[src/rtl/dmem_pkg.sv]
// rtl/dmem_pkg.sv - shared types, defaults and address helper for the data-memory access path
//
// Contents:
//   dmem_state_e      : access FSM states (IDLE, ACCESS, DONE)
//   DMEM_BASE_ADDR    : default byte address of data word 0
//   DMEM_MEM_SIZE     : default data memory depth in words
//   DMEM_WAIT_CYCLES  : default access length in cycles (1..15)
//   DMEM_CNT_W        : wait-counter width, wide enough for WAIT_CYCLES-1 up to 14
//   addr_to_idx()     : byte address -> word offset from the segment base

package dmem_pkg;

  typedef enum logic [1:0] {
    ST_IDLE   = 2'd0,
    ST_ACCESS = 2'd1,
    ST_DONE   = 2'd2
  } dmem_state_e;

  localparam int DMEM_BASE_ADDR   = 1024;
  localparam int DMEM_MEM_SIZE    = 64;
  localparam int DMEM_WAIT_CYCLES = 4;
  localparam int DMEM_CNT_W       = 4;

  // Word offset of a byte address from the segment base. The two byte-lane
  // bits are dropped; callers truncate the result to their index width, which
  // makes below-base addresses wrap to the top of the index space.
  function automatic logic [31:0] addr_to_idx(input logic [31:0] add,
                                              input logic [31:0] base);
    logic [31:0] off;
    off = add - base;
    return {2'b00, off[31:2]};
  endfunction

endpackage

[src/rtl/dmem_wait_counter.sv]
// rtl/dmem_wait_counter.sv - loadable down-counter with zero flag for memory wait states
//
// Ports:
//   clk, rst_n : clock (rising edge), asynchronous active-low reset
//   load       : load load_val (takes priority over dec)
//   load_val   : value to load
//   dec        : decrement by one; saturates at zero
//   count      : current count
//   zero       : count == 0

module dmem_wait_counter #(
  parameter int W = 4
) (
  input  logic         clk,
  input  logic         rst_n,
  input  logic         load,
  input  logic [W-1:0] load_val,
  input  logic         dec,
  output logic [W-1:0] count,
  output logic         zero
);

  logic [W-1:0] cnt_d, cnt_q;

  always_comb begin
    cnt_d = cnt_q;
    if (load) begin
      cnt_d = load_val;
    end else if (dec && (cnt_q != '0)) begin
      cnt_d = cnt_q - 1'b1;
    end
  end

  always_ff @(posedge clk or negedge rst_n) begin
    if (!rst_n) begin
      cnt_q <= '0;
    end else begin
      cnt_q <= cnt_d;
    end
  end

  assign count = cnt_q;
  assign zero  = (cnt_q == '0);

endmodule

[src/rtl/dmem_access_ctrl.sv]
// rtl/dmem_access_ctrl.sv - MEM-stage load/store initiator for the word-addressed data memory
//
// Converts MEM-stage byte-address requests into word-indexed, fixed-length
// memory accesses and freezes the pipeline (ready=0) until each completes.
// Optional address range check: define DMEM_ADDR_CHECK_EN.
//
// Ports:
//   clk, rst             : clock (rising edge), asynchronous active-low reset
//   MEM_R_EN, MEM_W_EN   : load / store request (store wins if both set)
//   Add, input_data      : byte address and store data
//   ready                : 1 = pipeline may advance, 0 = freeze
//   out_data             : registered load result
//   addr_err             : one-cycle pulse on an out-of-range request (check build only)
//   mem_idx, mem_wdata   : word index and write data to memory
//   mem_read, mem_write  : memory read enable (whole access), write pulse (last cycle)
//   mem_rdata            : memory read data, valid while mem_read is high

import dmem_pkg::*;

module dmem_access_ctrl #(
  parameter int LEN         = 32,
  parameter int BASE_ADDR   = DMEM_BASE_ADDR,
  parameter int MEM_SIZE    = DMEM_MEM_SIZE,
  parameter int WAIT_CYCLES = DMEM_WAIT_CYCLES,
  parameter int IDX_W       = 6
) (
  input  logic             clk,
  input  logic             rst,
  input  logic             MEM_R_EN,
  input  logic             MEM_W_EN,
  input  logic [LEN-1:0]   Add,
  input  logic [LEN-1:0]   input_data,
  output logic             ready,
  output logic [LEN-1:0]   out_data,
  output logic             addr_err,
  output logic [IDX_W-1:0] mem_idx,
  output logic [LEN-1:0]   mem_wdata,
  output logic             mem_read,
  output logic             mem_write,
  input  logic [LEN-1:0]   mem_rdata
);

  dmem_state_e          state_d, state_q;
  logic                 op_write_d, op_write_q;
  logic [IDX_W-1:0]     idx_d, idx_q;
  logic [LEN-1:0]       wdata_d, wdata_q;
  logic [LEN-1:0]       out_data_d, out_data_q;

  logic                 req;
  logic                 in_range;
  logic                 issue;
  logic [IDX_W-1:0]     req_idx;
  logic                 cnt_load;
  logic                 cnt_dec;
  logic                 cnt_zero;
  logic [DMEM_CNT_W-1:0] cnt_value;

  assign req     = MEM_R_EN | MEM_W_EN;
  assign req_idx = IDX_W'(addr_to_idx(32'(Add), 32'(BASE_ADDR)));

`ifdef DMEM_ADDR_CHECK_EN
  // One extra bit so the upper bound cannot overflow at the top of the address space.
  localparam int             CW    = LEN + 1;
  localparam logic [CW-1:0]  LO_BA = CW'(BASE_ADDR);
  localparam logic [CW-1:0]  HI_BA = CW'(BASE_ADDR + 4 * MEM_SIZE);

  logic addr_err_d, addr_err_q;

  assign in_range = ({1'b0, Add} >= LO_BA) && ({1'b0, Add} < HI_BA);

  // A rejected request never leaves IDLE; it only raises the error pulse.
  always_comb begin
    addr_err_d = (state_q == ST_IDLE) && req && !in_range;
  end

  always_ff @(posedge clk or negedge rst) begin
    if (!rst) begin
      addr_err_q <= 1'b0;
    end else begin
      addr_err_q <= addr_err_d;
    end
  end

  assign addr_err = addr_err_q;
`else
  assign in_range = 1'b1;
  assign addr_err = 1'b0;
`endif

  assign issue    = req && in_range;
  assign cnt_load = (state_q == ST_IDLE) && issue;
  assign cnt_dec  = (state_q == ST_ACCESS) && !cnt_zero;

  dmem_wait_counter #(
    .W (DMEM_CNT_W)
  ) u_wait_counter (
    .clk      (clk),
    .rst_n    (rst),
    .load     (cnt_load),
    .load_val (DMEM_CNT_W'(WAIT_CYCLES - 1)),
    .dec      (cnt_dec),
    .count    (cnt_value),
    .zero     (cnt_zero)
  );

  always_comb begin
    state_d    = state_q;
    op_write_d = op_write_q;
    idx_d      = idx_q;
    wdata_d    = wdata_q;
    out_data_d = out_data_q;
    ready      = 1'b0;
    unique case (state_q)
      ST_IDLE: begin
        // ready drops in the request cycle itself so the pipeline freezes at once.
        ready = !issue;
        if (issue) begin
          state_d    = ST_ACCESS;
          op_write_d = MEM_W_EN;
          idx_d      = req_idx;
          wdata_d    = input_data;
        end
      end
      ST_ACCESS: begin
        if (cnt_zero) begin
          state_d = ST_DONE;
          if (!op_write_q) begin
            out_data_d = mem_rdata;
          end
        end
      end
      ST_DONE: begin
        // Pipeline advances now; a still-asserted enable belongs to the old request.
        ready   = 1'b1;
        state_d = ST_IDLE;
      end
      default: begin
        state_d = ST_IDLE;
      end
    endcase
  end

  always_ff @(posedge clk or negedge rst) begin
    if (!rst) begin
      state_q    <= ST_IDLE;
      op_write_q <= 1'b0;
      idx_q      <= '0;
      wdata_q    <= '0;
      out_data_q <= '0;
    end else begin
      state_q    <= state_d;
      op_write_q <= op_write_d;
      idx_q      <= idx_d;
      wdata_q    <= wdata_d;
      out_data_q <= out_data_d;
    end
  end

  assign mem_idx   = idx_q;
  assign mem_wdata = wdata_q;
  assign out_data  = out_data_q;
  assign mem_read  = (state_q == ST_ACCESS) && !op_write_q;
  assign mem_write = (state_q == ST_ACCESS) && op_write_q && cnt_zero;

endmodule

[config.mk]
export PLATFORM = sky130hd
export DESIGN_NAME = dmem_access_ctrl
export DESIGN_NICKNAME = d
export VERILOG_FILES = /design/src/rtl/dmem_pkg.sv /design/src/rtl/dmem_wait_counter.sv /design/src/rtl/dmem_access_ctrl.sv
export SDC_FILE = /design/constraint.sdc
export NUM_CORES = 1
export LEC_CHECK = 0
export BUFFER_PORTS_ARGS = -buffer_cell sky130_fd_sc_hd__buf_4
export CORE_ASPECT_RATIO = 1.75
export CORE_UTILIZATION = 46
export CTS_BUF_LIST = sky130_fd_sc_hd__clkbuf_8
export DETAILED_ROUTE_END_ITERATION = 7
export PLACE_DENSITY = 0.79
export SLEW_MARGIN = 20
export SYNTH_ARGS = -nofsm -noshare
export SYNTH_HDL_FRONTEND = slang
export SYNTH_HIERARCHICAL = 1
export SYNTH_SLANG_ARGS = --single-unit
[constraint.sdc]
create_clock -name clk -period 2.4 [get_ports clk]
set_clock_uncertainty 0.15 [all_clocks]
set_input_delay 0.24 -clock clk [delete_from_list [all_inputs] [get_ports clk]]
set_output_delay 0.24 -clock clk [all_outputs]
set_load 0.01 [all_outputs]
Word-level counts from Yosys, hierarchy flattened
Cells that the tools add are included.

operators by class
  equal/unequal tests = 4
  multiplexer cells = 6
  add/subtract/negate cells = 2
  bitwise operators = 2
  reductions and logical operators = 16

operator list
  kind                                              number
  2-to-1 mux 4 bit                                  2
  subtractor 8 x 1 -> 8 bit, second input constant  1
  logical AND 1 bit                                 6
  zero test 4 bit                                   1
  2-to-1 mux 2 bit                                  2
  != test 2 bit, second input constant              2
  one-hot mux 2 bit (2 select lines)                1
  AND reduction 2 bit                               2
  nonzero test 4 bit                                1
  subtractor 4 x 1 -> 4 bit, second input constant  1
  zero test 1 bit                                   3
  AND reduction 3 bit                               1
  == test 2 x 1 -> 1 bit, second input constant     1
  == test 2 bit, second input constant              1
  zero test 2 bit                                   1
  one-hot mux 1 bit (2 select lines)                1
  nonzero test 2 bit                                1
  NOT 1 bit                                         1
  bitwise OR 1 bit                                  1

storage, ports and cells
  output and inout bits = 74
  input port bits = 100
  bits in registers = 77

Longest topological paths before layout
Gate-level depths: netlist (run 1).

  depth after elaboration = 6
  depth in mapped cells = 8
  depth with buffers taken out = 7

Cells and area by module
The synthesis (run 1) kept the hierarchy.

by module, submodules not included
  module             area an instance (um^2)  times used  sequential area each (um^2)  cells each
  dmem_access_ctrl   2,937.8                  1           1,826.8                      170
  dmem_wait_counter  270.3                    1           100.1                        27

Worst setup path before layout (run 1)
OpenSTA, ideal clock, no wires.

  path type = register -> register
  from = register u_wait_counter.cnt_q[0] (netlist: u_wait_counter/count[0])
  to = register out_data_q[10] (netlist: out_data[10])
  arrival = 1,854 ps
  stages on the path, launching flop included = 9
  period minus slack after synthesis = 2,129 ps
  required time = 2,125 ps
  buffers on the path = 2
  slack = 271 ps
  setup time = 125 ps
  path through = dfrtp_1 > inv_1 > ha_1 > nor3b_2 > and3b_4 > nor2b_4 > buf_6 > buf_12 > mux2_4

between the ends
  longest elaborated chain between the ends = 2

RTL lines
  element                        RTL line                 source
  start: declaration             dmem_wait_counter.sv:23  logic [W-1:0] cnt_d, cnt_q;
  start signal: assignment       dmem_wait_counter.sv:38  cnt_q <= cnt_d;
  zero test 4 bit                dmem_wait_counter.sv:43  assign zero = (cnt_q == '0);
  net cnt_zero                   dmem_access_ctrl.sv:55   logic cnt_zero;
  AND reduction 3 bit (no line)  --
  end signal: assignment         dmem_access_ctrl.sv:155  out_data_q <= out_data_d;
  end: declaration               dmem_access_ctrl.sv:47   logic [LEN-1:0] out_data_d, out_data_q;

The timed path passes the listed nets, and every way through them passes these cells.
A chain may end at the register's enable or synchronous reset.

Final worst setup path (run 1)
  from = register u_wait_counter.cnt_q[0] (netlist: u_wait_counter/count[0])
  to = register out_data_q[0] (netlist: out_data[0])

Same word-level chain as after synthesis.

==> summary.md, run 1 <==
| Metric | Value |
|---|---|
| Number of buffers created by CTS | 9 |
| Global routing usage on met3 | 5.89% |
| Die height | between 100 and 150 um |
| Most frequent cell after synthesis | dfrtp_1 |
| Post-layout minimum cycle time | ~2.3 ns |
| Final instance area | between 5000 and 6000 sq um |
| Multi-input logic area | 1180 sq um |
| Crit path capture type | register |
| Initial DRC Count | between 50 and 60 |
| R2R Setup Slk | approximately 0.14 ns |
| Sequential cell area | 1930 sq um |
| Hold Path Origin | MEM_R_EN |
| RSZ-0062 raised after global routing | false |
| Core area | 6640 sq um |
| Nets | between 500 and 600 |
| Maximum VDD drop | around 900 uV |
| Worst-path maximum fanout | 32 |
| Vias in the first global route | between 2000 and 3000 |
| Syn Std Cell Area | 3210 sq um |
| Synth Register Bits | 77 |
| Cell taking the most area after synthesis | dfrtp_1 |
| Grt met2 use | a little under half |
| Max_cap viols | 0 |
| Pin count of the biggest net entering global routing | 41 |
| Max Buffers Root-to-Sink | 2 |
| WL/cell | ~17 um |
| Hold Path Class | in -> reg |
| Final hold vios | 0 |
| Post-DP HPWL | between 5000 and 6000 um |
| Distinct cells, synth | 32 |
| Fmax | between 400 and 500 MHz |
| # rows | 39 |
| NetSw | between 2000 and 2500 uW |
| PortBufs | between 100 and 150 |
| Clock sinks | just under 80 |
| Synth area leaders | dfrtp_1 (60%), mux2_2 (14%), mux2_4 (14%), buf_12 (1.9%), buf_6 (1.1%) |
| Via density | between 4 and 5 |
| Final setup viols | 0 |
| Clock transition at path regs | ~0.070 ns |
| Die span in x | approximately 65 um |
| Critical path class | reg -> reg |
| Final WL | 8510 um |
| Hold slack | roughly 0.058 ns |
| Final Slew Violations | 0 |
| Die area | roughly 7300 sq um |
| Critical path startpoint | u_wait_counter/count[0] |
| DR pass1 iterations | 4 |
| Clock power frac | approximately 17% |
| Cell Area, Placed | roughly 4400 sq um |
| Leakage Power | 0.00258 uW |
| Cells after Synth | around 200 |
| EDFF count, synth | 0 |
| Gpl congestion | 0.735 |
| Status | finished, final reports clean |
| Top cell type's share of synthesized area | 60.1% |
| Via Count | between 2000 and 2500 |
| Detail Route Antenna Nets | 0 |
| Total negative slack | 0 ns |
| Syn_area_per_cell | between 15 and 20 sq um |
| Tcrit/Tclk final | between 90% and 100% |
| Most Used Layer, Global Route | met2 |
| Combinational fraction of design power | around 47% |
| Startpoint class of the critical path | register |
| Sequential area share after synthesis | ~60% |
| Post-synth ARST share | 100% |
| Power Internal | approximately 4500 uW |
| Initial Utilization | 48.3% |
| Yosys warning total | 6 |
| Layout cells sized above 1 | a little under three fifths |
| Antenna cell count | 0 |
| Cell Pwr Density | 1230 nW/um^2 |
| Commonest cells in the netlist | dfrtp_1 (77), mux2_2 (40), mux2_4 (30) |
| Total gr overflow | 0 |
| # DRC | 0 |
| RR Startpoint | u_wait_counter/count[0] |
| Switching share of power | around a third |
| Critical Path RT | between 2 and 2.5 ns |
| CTS tree | yes |
| Area Overhead vs Synth | 65.9% |
| Root Buffer | clkbuf_8 |
| Global-route wire length before repair | 13400 um |
| Antenna violations before repair | 0 |
| Finished Core Util | about four fifths |
| Fillcell total | 383 |
| I/O pin total | 174 |
| Share of power burned in registers | between 30% and 40% |
| # H-tree levels | 3 |
| Clk Latency, worst-skew pair | ~0.35 ns |
| Met1 GRT Util | 25.7% |
| Gr usage total | ~25% |
| Critical Path AT | roughly 2.4 ns |
| Synth Flop Type | dfrtp_1 |
-- flip-flops by register name, summed over array words and instances, names as in the netlist --
| name | count |
|---|---|
| mem_wdata | 32 |
| out_data | 32 |
| u_wait_counter/count | 4 |
| mem_idx | 6 |
| state_q | 2 |
| op_write_q | 1 |
-- layout by cell type, fill, tap and decap left out, types with 3 or more instances in the layout --
cell,Yosys,layout
buf_4,2,148
nand2_1,4,4
dfrtp_1,77,77
dlygate4sd3_1,0,72
conb_1,2,5
mux2_4,30,30
mux2_2,40,40
nor2_1,6,5
clkbuf_8,0,11
inv_1,4,5
nor3_1,3,3
-- power by group through the flow --
stage	logic (uW)	clock network (uW)	registers, uW
6_report	3090	1090	2380
5_1_grt	3300	1160	2460
4_1_cts	3050	1120	2340
3_5_place_dp	2940	0	2360
3_3_place_gp	2870	0	2320
2_1_floorplan	1390	0	2610
-- worst paths after layout --
path                                           end  cells past startpoint
min                                     op_write_q                      3
min reg2reg                           mem_wdata[1]                      1
max reg2reg                            out_data[0]                      7
max                                    out_data[0]                      7
max in group asynchronous  u_wait_counter/count[1]                      3
min in group asynchronous             out_data[20]                      2
-- metrics by stage --
step                      total power, uW  std cells  setup slack (ns)
after CTS                            6510        510             0.176
after detailed placement             5300        422             0.181
after floorplan                      4000        200             0.271
final                                6570        510             0.142
after global routing                 6930        510            0.0564
after global placement               5190        422             0.270
-- per-layer routing --
| metal | up-vias | routed length (um) |
|---|---|---|
| met3 | 19 | 514 |
| met5 | - | 0 |
| met1 | 1189 | 2900 |
| met2 | 105 | 4850 |
| met4 | 0 | 248 |
| li1 | 1132 | - |
-- worst max-delay path, stage by stage (launching register included) --
cell     delay, ns
dfrtp_1       0.44
inv_1         0.08
ha_1          0.23
nor3b_2       0.22
and3b_4       0.23
nor2b_4       0.16
buf_12        0.25
mux2_2        0.37
-- layout make-up --
class	instances	share of cell area, %
Clock inverter	5	1.39
Clock buffer	11	2.84
Sequential cell	77	36.2
Tap cell	82	1.93
Timing Repair Buffer	222	35.2
Multi-Input combinational cell	109	22.2
Inverter	4	0.282
-- timing repair --
item	in CTS	in global routing
hold buffers	72	0
buffers inserted	0	0
gates resized for setup	0	2
setup endpoints to repair	0	1
hold endpoints to repair	108	0
-- cell families after synthesis --
family                   after synthesis  synth area share (%)
flip-flops                            77                  60.1
other                                  2                 0.234
multiplexers                          70                  28.1
adder cells (fa/ha/maj)                1                 0.390
buffers and inverters                 14                  4.17
AO/OA/AOI/OAI                         10                  2.34
AND/OR/NAND/NOR                       23                  4.72
Power figures use the tool's default switching activity.
==> run 2: changes to the inputs <==
--- a/config.mk
+++ b/config.mk
@@ -9,10 +9,10 @@
 export CORE_ASPECT_RATIO = 1.75
 export CORE_UTILIZATION = 46
 export CTS_BUF_LIST = sky130_fd_sc_hd__clkbuf_8
+export CTS_CLUSTER_DIAMETER = 30
 export DETAILED_ROUTE_END_ITERATION = 7
-export PLACE_DENSITY = 0.79
+export PLACE_DENSITY = 0.8
 export SLEW_MARGIN = 20
 export SYNTH_ARGS = -nofsm -noshare
 export SYNTH_HDL_FRONTEND = slang
-export SYNTH_HIERARCHICAL = 1
 export SYNTH_SLANG_ARGS = --single-unit
==> run 2 against run 1 <==
Effect of this change: combinational power down 6%; sequential cell count did not move; fmax increased by 7.6%; global-route usage down 0.26 points; utilization down 0.66 points; critical path depth shrank 1; via count is 1.1% lower; total power decreased by 6.7%; die area fell by 2.7%; synthesized cell count down 4.1%; largest power group unchanged.
==> summary.md, run 2 <==
| Metric | Value |
|---|---|
| Detail Route Antenna Nets | 0 |
| Adder-cell share of the synthesized area | less than 1% |
| Tcrit/Tclk final | 87.4% |
| Clock sinks | 77 |
| Share of power burned in registers | 38.9% |
| Yosys warning total | 0 |
| # rows | 39 |
| Clock transition at path regs | 0.07 ns |
| Final WL | around 8200 um |
| Total negative slack | 0 ns |
| Met2 WL | 4440 um |
| Area fraction in compound gates after synthesis | under 10% |
| Critical path's top delay family | buffers and inverters |
| Critical Path RT | 2.47 ns |
| Sequential area share after synthesis | slightly above 60% |
| Most frequent cell after synthesis | dfrtp_1 |
| Critical path, cell by cell | inv_1 -> ha_1 -> nor3b_1 -> nand2_2 -> buf_4 -> mux2_2 |
| Fmax | 477 MHz |
| Die area | between 7000 and 8000 sq um |
| Initial DRC Count | ~110 |
| Die span in x | between 60 and 70 um |
| Synth Flop Type | dfrtp_1 |
| Global-route wire length before repair | 13100 um |
| Worst-margin pin slew | between 0.5 and 0.6 ns |
| Synth Register Bits | a little under 80 |
| RSZ-0062 raised after global routing | false |
| Initial Utilization | 47.7% |
| CP max-delay cell | buf_4 |
| Area Overhead vs Synth | 66.7% |
| Routed length on met1 | ~3000 um |
| Via Count | ~2400 |
| Max Used Layer | met4 |
| Combinational fraction of design power | a little under half |
| Distinct cells, synth | 30 |
| # H-tree levels | 3 |
| Syn_area_per_cell | around 17 sq um |
| Post-layout minimum cycle time | 2.10 ns |
| # DRC | 0 |
| Pin count of the biggest net entering global routing | 45 |
| Status | finished, final reports clean |
| DR pass1 iterations | 3 |
| Cells after Synth | approximately 190 |
| Antenna violations before repair | 0 |
| CP peak stage delay | approximately 0.48 ns |
| Met3 wire len | 485 um |
| NetSw | between 1500 and 2000 uW |
| Maximum VDD drop | 653 uV |
| Final Slew Violations | 0 |
| Critical path class | reg -> reg |
| Post-CTS setup buffer count | 0 |
| Final setup viols | 0 |
| Sequential cell area | roughly 1900 sq um |
| Slew HR | 61.8% |
| Post-synth ARST share | between 90% and 100% |
| Syn Std Cell Area | around 3100 sq um |
| Clk Latency, worst-skew pair | between 0.3 and 0.4 ns |
| Synth Area in Simple Gates | ~3.2% |
| Worst-path maximum fanout | 32 |
| PortBufs | around 150 |
| Power Internal | between 4000 and 5000 uW |
| Post-DP HPWL | around 4800 um |
| Max Buffers Root-to-Sink | 2 |
| Post-placement cell count | 412 |
| CTS tree | yes |
| Fillcell total | approximately 380 |
| Gr usage total | about 25% |
| Largest family of logic cells by synthesized area | multiplexers |
| Vias in the first global route | 2724 |
| Startpoint class of the critical path | register |
| Post-synthesis mux area share | a little under 30% |
| Cell taking the most area after synthesis | dfrtp_1 |
| Layout cells sized above 1 | roughly 56% |
| Commonest cells in the netlist | dfrtp_1 (77), mux2_2 (38), mux2_4 (30) |
| Hold Path Class | in -> reg |
| WL/cell | 16.4 um |
| Buf+Inv Stages, Crit Path | 2 |
| Synth area leaders | dfrtp_1 (62%), mux2_4 (14%), mux2_2 (14%), buf_6 (1.1%), mux2_1 (1.1%) |
| Nets | approximately 520 |
| Max_cap viols | 0 |
| Core area | ~6500 sq um |
| Root Buffer | clkbuf_8 |
| Total gr overflow | 0 |
| Multi-input logic area | approximately 1100 sq um |
| Top cell type's share of synthesized area | between 60 and 70% |
| Via density | between 4 and 5 |
| Most frequent cells in the layout | buf_4 (148), dfrtp_1 (77), dlygate4sd3_1 (72) |
| Gpl congestion | slightly above 0.8 |
| Switching share of power | roughly a third |
| Final hold vios | 0 |
| Syn Nets | roughly 290 |
| Antenna cell count | 0 |
| Critical Path AT | around 2.2 ns |
| Most common cell after layout, fill and taps aside | buf_4 |
| Number of buffers created by CTS | 9 |
| Crit path capture type | register |
| Clock power frac | roughly 14% |
| Final Non-Filler Cells | around 500 |
| EDFF count, synth | 0 |
| Leakage Power | approximately 0.0026 uW |
| Xor/xnor share of the synthesized area | 0% |
| Cell Pwr Density | around 1200 nW/um^2 |
| Die height | 111 um |
| I/O pin total | approximately 170 |
run 2: cell count changes after synthesis, moves of 2 or more:
cell     previous run  this run
buf_12              3         0
buf_2               2         4
and3_1              0         2
mux2_1              0         3
nand2_1             4         0
mux2_2             40        38
nor2_1              6         0
run 2: power by group through the flow:
stage | clock (uW) | sequential, uW | combinational (uW)
CTS | 875 | 2350 | 2890
global placement | 0 | 2320 | 2720
floorplan | 0 | 2600 | 1190
global route | 911 | 2470 | 3100
finish | 836 | 2380 | 2910
detailed placement | 0 | 2360 | 2790
run 2: final cells by class:
class                   count  share of cell area, %
flip-flops and latches     77                   37.0
inverters                   3                  0.217
clock inverters             3                  0.289
well taps                  82                   1.97
clock buffers              11                   2.91
multi-input cells         100                   21.6
repair buffers            222                   36.0
run 2: final timing paths:
path	from	cells past startpoint	endpoint	slack [ns]
max	u_wait_counter.count[0]	6	out_data[27]	0.30
min	MEM_R_EN	4	u_wait_counter.count[3]	0.14
max reg2reg	u_wait_counter.count[0]	6	out_data[27]	0.30
min reg2reg	mem_wdata[30]	1	mem_wdata[30]	0.34
max in group asynchronous	rst	3	mem_wdata[10]	1.20
min in group asynchronous	rst	2	mem_wdata[6]	0.31
run 2: stage by stage:
stage	setup WS, ns	hold slack [ns]	power [uW]	utilization, %	instance area [sq um]
finish	0.302	0.142	6130	79.5	5200
global route	0.195	0.173	6480	79.5	5200
CTS	0.317	0.109	6110	79.5	5200
detailed placement	0.343	0.128	5150	66.0	4310
global placement	0.380	0.116	5040	66.0	4310
floorplan	0.649	-0.206	3790	-	3120
run 2: logic make-up (layout without fill, tap and decap cells):
family | Yosys count | in the layout
AO/OA/AOI/OAI | 10 | 10
adder cells (fa/ha/maj) | 2 | 2
buffers and inverters | 12 | 239
flip-flops | 77 | 77
multiplexers | 72 | 72
other | 1 | 1
AND/OR/NAND/NOR | 15 | 15
run 2: timing repair:
action	4_1_cts	5_1_grt
hold buffers	72	0
endpoints found under the hold margin	114	0
gates resized for setup	0	0
run 2: routing by layer:
layer,vias to the layer above,GRT usage (%)
li1,1106,-
met5,-,0
met1,1184,26.0
met3,22,6.79
met2,106,44.0
met4,0,12.4
run 2: tightest hold or removal path: cells and delay by family:
kind	cells	cell delay, ns
AND/OR/NAND/NOR	1	0.05
buffers and inverters	1	0.08
AO/OA/AOI/OAI	2	0.21
